$ cat src/rtl/ff_bank_multi.sv
// ff_bank_multi: bank of WIDTH independent flip-flop channels that share one
// run-time selectable behaviour (SR, JK, D or T). Also provides registered
// per-channel SR-illegal flags and a saturating count of illegal cycles.
module ff_bank_multi #(
  parameter int               WIDTH   = 8,
  parameter int               CNT_W   = 8,
  parameter logic [WIDTH-1:0] RESET_Q = '0
) (
  input  logic             clk,
  input  logic             reset,
  input  logic             en,
  input  logic             mode_ld,
  input  logic [1:0]       mode_in,
  input  logic [WIDTH-1:0] a,
  input  logic [WIDTH-1:0] b,
  input  logic             clr_cnt,
  output logic [WIDTH-1:0] q,
  output logic [WIDTH-1:0] qbar,
  output logic [1:0]       mode,
  output logic [WIDTH-1:0] illegal,
  output logic [CNT_W-1:0] illegal_cnt
);

  typedef enum logic [1:0] {
    MODE_SR = 2'b00,
    MODE_JK = 2'b01,
    MODE_D  = 2'b10,
    MODE_T  = 2'b11
  } mode_e;

  localparam logic [CNT_W-1:0] CNT_MAX = '1;

  mode_e            r_mode;
  logic [WIDTH-1:0] r_q;
  logic [WIDTH-1:0] r_illegal;
  logic [CNT_W-1:0] r_cnt;

  logic [WIDTH-1:0] w_q_next;
  logic [WIDTH-1:0] w_illegal_next;
  logic [CNT_W-1:0] w_cnt_next;
  logic             w_sr_active;

  // SR mode is only "active" for illegal detection while channels are enabled;
  // the mode tested here is the pre-edge register, so a simultaneous mode_ld
  // does not influence this edge.
  assign w_sr_active    = en && (r_mode == MODE_SR);
  assign w_illegal_next = {WIDTH{w_sr_active}} & a & b;

  genvar gi;
  generate
    for (gi = 0; gi < WIDTH; gi = gi + 1) begin : g_chan
      logic w_nxt;

      // Per-channel next state under the currently active mode; hold when disabled.
      always_comb begin
        w_nxt = r_q[gi];
        if (en) begin
          case (r_mode)
            MODE_SR: begin
              // Both set and reset asserted is illegal and simply holds.
              if (a[gi] && !b[gi])      w_nxt = 1'b1;
              else if (!a[gi] && b[gi]) w_nxt = 1'b0;
            end
            MODE_JK: begin
              if (a[gi] && !b[gi])      w_nxt = 1'b1;
              else if (!a[gi] && b[gi]) w_nxt = 1'b0;
              else if (a[gi] && b[gi])  w_nxt = ~r_q[gi];
            end
            MODE_D:  w_nxt = a[gi];
            MODE_T:  w_nxt = r_q[gi] ^ a[gi];
            default: w_nxt = r_q[gi];
          endcase
        end
      end

      assign w_q_next[gi] = w_nxt;
    end
  endgenerate

  // Counter next value: clear wins, otherwise one step per illegal cycle, saturating.
  always_comb begin
    w_cnt_next = r_cnt;
    if (clr_cnt) begin
      w_cnt_next = '0;
    end else if ((|w_illegal_next) && (r_cnt != CNT_MAX)) begin
      w_cnt_next = r_cnt + 1'b1;
    end
  end

  // Channel state, mode register and illegal flags; async reset overrides everything.
  always_ff @(posedge clk or negedge reset) begin
    if (!reset) begin
      r_q       <= RESET_Q;
      r_mode    <= MODE_SR;
      r_illegal <= '0;
    end else begin
      r_q       <= w_q_next;
      r_illegal <= w_illegal_next;
      if (mode_ld) begin
        r_mode <= mode_e'(mode_in);
      end
    end
  end

  // Illegal-cycle counter.
  always_ff @(posedge clk or negedge reset) begin
    if (!reset) begin
      r_cnt <= '0;
    end else begin
      r_cnt <= w_cnt_next;
    end
  end

  // qbar is derived from q directly so it tracks q through reset too.
  assign q           = r_q;
  assign qbar        = ~r_q;
  assign mode        = r_mode;
  assign illegal     = r_illegal;
  assign illegal_cnt = r_cnt;

endmodule

$ cat config.mk
export PLATFORM = sky130hd
export DESIGN_NAME = ff_bank_multi
export DESIGN_NICKNAME = d
export VERILOG_FILES = /design/src/rtl/ff_bank_multi.sv
export SDC_FILE = /design/constraint.sdc
export NUM_CORES = 1
export LEC_CHECK = 0
export CORE_UTILIZATION = 48
export CTS_CLUSTER_DIAMETER = 40
export DETAILED_ROUTE_END_ITERATION = 7
export HOLD_SLACK_MARGIN = 0.12
export PLACE_DENSITY = 0.87
export SLEW_MARGIN = 20
export SYNTH_ARGS = -nofsm -noshare
export SYNTH_HDL_FRONTEND = slang
export SYNTH_SLANG_ARGS = --single-unit
$ cat constraint.sdc
create_clock -name clk -period 2.35 [get_ports clk]
set_input_delay 0.47 -clock clk [delete_from_list [all_inputs] [get_ports clk]]
set_output_delay 0.47 -clock clk [all_outputs]
set_load 0.01 [all_outputs]
==> impl_metrics.json <==
{
  "status": "finished, final reports clean",
  "worstMarginPinSlew_ps": 394,
  "grt_overflow": 0,
  "ys_types": 36,
  "crit_path_end_kind": "flip-flop",
  "grtUsageTotal": 0.224,
  "cts_sinks": 26,
  "power_frac_seq": 0.379,
  "ys_seq_area_frac": 0.326,
  "boundaryPins": 57,
  "required_ps": 2500,
  "cts_buffers": 3,
  "drv_cap": 0,
  "dieWidth_um": 66.5,
  "ctsResizeCount": 0,
  "worstSkewPairLatency_ps": 270,
  "ys_ff_latch": 26,
  "drc_errors": 0,
  "r2r_cells": 6,
  "grt_first_pass_wirelength_um": 7680,
  "seq_area_um2": 651,
  "htree_levels": 1,
  "syn_nets": 295,
  "worstPathMaxFanout": 12,
  "multi_input_area_um2": 1150,
  "dp_hpwl_um": 3460,
  "synth_top_area_share": 0.326,
  "gp_congestion": 0.762,
  "peakVddDrop_uv": 302,
  "critPathKind": "in -> reg",
  "yosysTopAreaCell": "dfrtp_1",
  "wl_per_cell_um": 12.8,
  "path_clk_slew_ps": 90,
  "ant_nets": 0,
  "critPathArrivalTime_ps": 2250,
  "nFillCells": 320,
  "ys_top_cells_by_area": "dfrtp_1, ha_1, o21ai_0, inv_1, nand2_1",
  "yosysWarnings": 0,
  "slew_headroom": 0.735,
  "grt_max_degree": 36,
  "combPwrFrac": 0.363,
  "post_cts_buffers": 0,
  "dieArea_um2": 4420,
  "finalSetupViolCount": 0,
  "routed_wl_um": 4580,
  "hold_buffers": 0,
  "power_switching_share": 0.310,
  "crit_slowest_cell": "clkdlybuf4s50_1",
  "rows": 23,
  "die_h_um": 66.5,
  "ys_async_sr_fraction": 1.00,
  "setup_slack_ps": 260,
  "vias": 1936,
  "p_leak_nw": 1.25,
  "ctsRootBufferMaster": "clkbuf_8",
  "synthCells": 247,
  "antenna_found_initial": 0,
  "power_density_nw_per_um2": 526,
  "fp.coreArea_um2": 4000,
  "period_minus_slack_ps": 2090,
  "drive_above_1_share": 0.0841,
  "min_path_cells": 2,
  "initial_core_util": 0.499,
  "internal-power_mw": 0.989,
  "drt_iter0_markers": 124,
  "rsz0062_at_grt": "no",
  "syn-cell-area_um2": 2000,
  "nets": 358,
  "areaGrowthSynthToFinish_pct": 36.6,
  "dp_slack_ps": 107,
  "port_buffers": 56,
  "hold_viol": 0,
  "max_stage_delay_ps": 520,
  "cp-start-kind": "primary input",
  "whs_ps": 542,
  "fin_setup_tns_ps": 0,
  "yosys_most_used_dff": "dfrtp_1",
  "synth_commonest_cells": "inv_1, dfrtp_1, nand2_1",
  "drv_slew": 0,
  "synth_area_per_cell_um2": 8.08,
  "cp_cell_sequence": "clkdlybuf4s50_1 -> nand2_1 -> nand4_1 -> o21bai_4 -> nor4_1 -> mux2_1",
  "power.switching_mw": 0.444,
  "layout_worst_path_cycle_share": 0.889,
  "cts_buffer_depth": 2,
  "hold_path.class": "reg -> reg",
  "p_clk_frac": 0.259,
  "cts_tree": "done",
  "routed_via_density": 5.39,
  "skew_ps": 2.60,
  "dr.pass1.iters": 4,
  "grt_pass1_vias": 1739,
  "synth-edff-count": 0,
  "yosysMostFrequentCell": "inv_1",
  "n_antenna_cell": 0,
  "max_freq_mhz": 478
}
## final timing paths
path,from,to,slack (ps)
setup / recovery,b[0],illegal_cnt[7],260
hold / removal,q[3],q[3],540
setup reg to reg,illegal_cnt[0],illegal_cnt[7],470
hold reg to reg,q[3],q[3],540
max in group asynchronous,reset,q[0],1540
min in group asynchronous,reset,illegal_cnt[0],550
## critical path: cells and delay by family
kind | cells | cell delay (ps)
multiplexers | 1 | 390
AO/OA/AOI/OAI | 1 | 140
AND/OR/NAND/NOR | 3 | 720
buffers and inverters | 1 | 520
## sequential cells by signal (all words and copies together), names as in the netlist
register	flops
illegal	8
illegal_cnt	8
mode	2
q	8
## final cells by class
class	count	share of cell area
multi-input combinational	176	0.423
timing repair buffer	70	0.244
sequential	26	0.239
inverter	33	0.0454
tap	50	0.0229
clock buffer	3	0.0151
clock inverter	1	0.0110
## kinds of logic after synthesis
family,after synthesis,synth area share
adder cells (fa/ha/maj),25,0.157
AND/OR/NAND/NOR,86,0.222
multiplexers,3,0.0169
flip-flops,26,0.326
buffers and inverters,45,0.0965
AO/OA/AOI/OAI,62,0.182
## power groups by stage
stage / combinational (mW) / clock, mW / sequential, mW
after floorplan: 0.237 / 0 / 0.556
after global placement: 0.504 / 0 / 0.550
after detailed placement: 0.518 / 0 / 0.550
after CTS: 0.519 / 0.374 / 0.543
after global routing: 0.573 / 0.391 / 0.550
final: 0.520 / 0.371 / 0.543
## through the flow
step / cell area, um^2 / total power, mW / std cells / util
after floorplan: 2000 / 0.793 / 247 / -
after global placement: 2660 / 1.05 / 355 / 0.664
after detailed placement: 2660 / 1.07 / 355 / 0.664
after CTS: 2730 / 1.44 / 359 / 0.682
after global routing: 2730 / 1.51 / 359 / 0.682
final: 2730 / 1.43 / 359 / 0.682
## layer usage
metal  vias to the layer above  routed length, um  part of all wire  track usage
met4                         0                 47             0.010       0.0612
met3                         6                211             0.046       0.0291
met1                       907               1980              0.43        0.304
li1                        964                  -                 -            -
met5                         -                  0                 0            0
met2                        59               2340              0.51        0.371
## placed cells by master, fill, tap and decap left out, types with 2 or more instances in the layout
master / instances
nand3_1: 8
and3_1: 2
clkbuf_8: 3
clkdlybuf4s50_1: 56
o21ai_0: 25
ha_1: 25
mux2_2: 2
dfrtp_1: 26
nand4_1: 2
a21oi_1: 14
or4_1: 4
nor2_1: 15
o31ai_1: 5
nand2b_1: 7
nor2b_1: 2
nand2_1: 26
nor3_1: 10
buf_4: 14
a31oi_1: 15
inv_1: 33
No activity file was read; power rests on OpenSTA's default activity.
==> RTL edit, RTL diff (same settings) <==
The output `illegal` loses its register stage (`r_illegal` becomes a continuous assignment).
--- a/src/rtl/ff_bank_multi.sv
+++ b/src/rtl/ff_bank_multi.sv
@@ -92,15 +92,15 @@
     if (!reset) begin
       r_q       <= RESET_Q;
       r_mode    <= MODE_SR;
-      r_illegal <= '0;
     end else begin
       r_q       <= w_q_next;
-      r_illegal <= w_illegal_next;
       if (mode_ld) begin
         r_mode <= mode_e'(mode_in);
       end
     end
   end
+
+  assign r_illegal = w_illegal_next;
 
   // Illegal-cycle counter.
   always_ff @(posedge clk or negedge reset) begin
Behaviour: not the same (a bounded check fails within 4 cycles, from zero or initial values and one cycle with reset low).
==> RTL edit against the unedited design <==
  * Final area shrank 6.1%
  * Setup slack lost 0.21 ns
  * Area after synthesis shrank 9.7%
  * Cell count shrank 9.5%
  * Total power shrank 9.7%
  * Critical endpoint is now illegal[5]
  * Sequential cell count shrank 8
  * Synthesized cell count shrank 13%
  * Routed wire length grew 1.5%
==> RTL edit: results (changes against the unedited design) <==
[power_and_ir_drop]
p_leak_uw = 0.00130  ; was 0.00125 uW
ir_worst_vdd_v = 0.000247  ; was 0.000302 V

[yosys]
synth_top_cell_area_share_pct = 25.0  ; was 32.6%
yosysUniqueCellTypes = 37  ; was 36
synth.net_count = 262  ; was 295
ys_top_cells_by_count = 34 x inv_1, 25 x ha_1, 22 x nor3_1  ; was 33 x inv_1, 26 x dfrtp_1, 26 x nand2_1
synthArstFlopShare_pct = 100  ; unchanged
synth-main-ff-cell = dfrtp_1  ; unchanged
seq_area_frac_synth_pct = 25.0  ; was 32.6%
ys_warn_count = 0  ; unchanged
synth_area_leaders = dfrtp_1 25%, ha_1 17%, inv_1 7.1%  ; was dfrtp_1 33%, ha_1 16%, o21ai_0 6.3%

[setup_path]
max_stage_delay_ns = 0.56  ; was 0.52 ns
crit_arrival_ns = 1.83  ; was 2.25 ns
crit_fanout = 8  ; was 12
cp_slowest_cell = clkdlybuf4s50_1  ; unchanged
cp_top_family = buffers and inverters  ; was simple AND/OR/NAND/NOR gates

[placed_design]
place_congestion = 0.787  ; was 0.762
preCtsSetupSlack_ns = -0.0709  ; was 0.107 ns
dp_hpwl_um = 3400  ; was 3460 um
place_area_mm2 = 0.00250  ; was 0.00266 mm2
port_buffers = 56  ; unchanged

[detailed_routing]
wl_per_cell_um = 14.3  ; was 12.8 um
num_vias = 1854  ; was 1936
drt-pass1-iter-count = 4  ; unchanged
ant_nets = 0  ; unchanged
route.detailed.drc = 0  ; unchanged
initialDrtViolationCount = 58  ; was 124

[grt]
grt_usage_pct = 24.2  ; was 22.4%
grt_pass1_wl_um = 7800  ; was 7680 um
first_global_vias = 1752  ; was 1739
grt_max_degree = 37  ; was 36
grt_antenna_before_repair = 0  ; unchanged

[cells_and_area]
nets = 329  ; was 358
antenna_cells = 0  ; unchanged
drive_gt1_share_pct = 10.8  ; was 8.41%

[worst_hold_path]
worstHoldPathType = in2async  ; was reg2reg

[sta]
fin_worst_skew_ns = 0.00102  ; was 0.00260 ns
worst_pin_slew_ns = 0.554  ; was 0.394 ns

[clock_tree]
clkTransAtPathRegs_ns = 0.07  ; was 0.09 ns
htree_num_levels = 1  ; unchanged
clock_path_buffers = 2  ; unchanged
cts_buffers = 3  ; unchanged
insertion_delay_ns = 0.25  ; was 0.27 ns
root_buffer = clkbuf_8  ; unchanged

[status]
outcome = finished clean  ; unchanged

[RTL edit: changes by cell type after synthesis, sizes merged, moves of 6 or more]
cell	before	now
dfrtp	26	18
o21ai	25	9
a2bb2oi	0	6
nand2	27	6
nor3	10	22
mux2	3	10
a21oi	14	5
o22ai	0	6
o211a	0	6
a31oi	15	9
nand3b	0	6
[RTL edit: final cells by class]
| class | count | area, um2 |
|---|---|---|
| multi-input combinational | 153 | 1190 |
| fill | 260 | 908 |
| timing repair buffer | 71 | 691 |
| sequential | 18 | 450 |
| inverter | 34 | 128 |
| tap | 46 | 57.6 |
| clock buffer | 3 | 41.3 |
[RTL edit: worst paths after layout]
kind	startpoint	to	slack [ns]	depth (start not counted)
worst max-delay path	en	illegal[5]	0.05	4
worst min-delay path	reset	illegal_cnt[5]	0.54	2
worst max register to register	illegal_cnt[0]	illegal_cnt[0]	0.41	5
worst min register to register	illegal_cnt[1]	illegal_cnt[1]	0.59	2
max in group asynchronous	reset	mode[1]	1.61	2
min in group clk	illegal_cnt[1]	illegal_cnt[1]	0.59	2
[RTL edit: where the power goes]
group	switching [uW]	internal, uW	total, uW
clock	104	114	218
sequential	69.7	363	432
combinational	282	363	645
total	455	840	1290
[RTL edit: kinds of logic after synthesis]
group                      after synthesis  share of synthesized area [%]
AOI/OAI and AO/OA                       53                           22.1
xor gates and xnor gates                 1                          0.486
DFF                                     18                           25.0
and+or+nand+nor                         62                           18.7
buffers and inverters                   43                           9.02
adders and majority gates               25                           17.3
muxes                                   12                           7.36
[RTL edit: per-stage QoR]
| step | cells | hold slack [ns] | util, % |
|---|---|---|---|
| detailed placement | 322 | 0.583 | 72.0 |
| CTS | 325 | 0.553 | 73.3 |
| floorplan | 214 | 0.174 | - |
| global route | 325 | 0.569 | 73.8 |
| finish | 325 | 0.539 | 73.8 |
| global placement | 322 | 0.569 | 72.0 |
[RTL edit: worst reg2reg max path: stages (launching register included)]
cell,delay (ns)
dfrtp_1,0.40
ha_1,0.28
nand2_1,0.12
nor3_1,0.49
nor2_1,0.19
mux2_1,0.36
[RTL edit: repair_timing]
item,in CTS,in global routing
pin swaps,0,0
gates resized for setup,1,7
setup buffers,0,0
setup endpoints to repair,8,7
[RTL edit: metal layers]
metal	global-route usage, %	wire length (um)	vias up
met5	0	0	-
met4	8.52	92	0
met3	2.54	160	13
met2	44.4	2350	54
met1	29.0	2050	883
li1	-	-	904
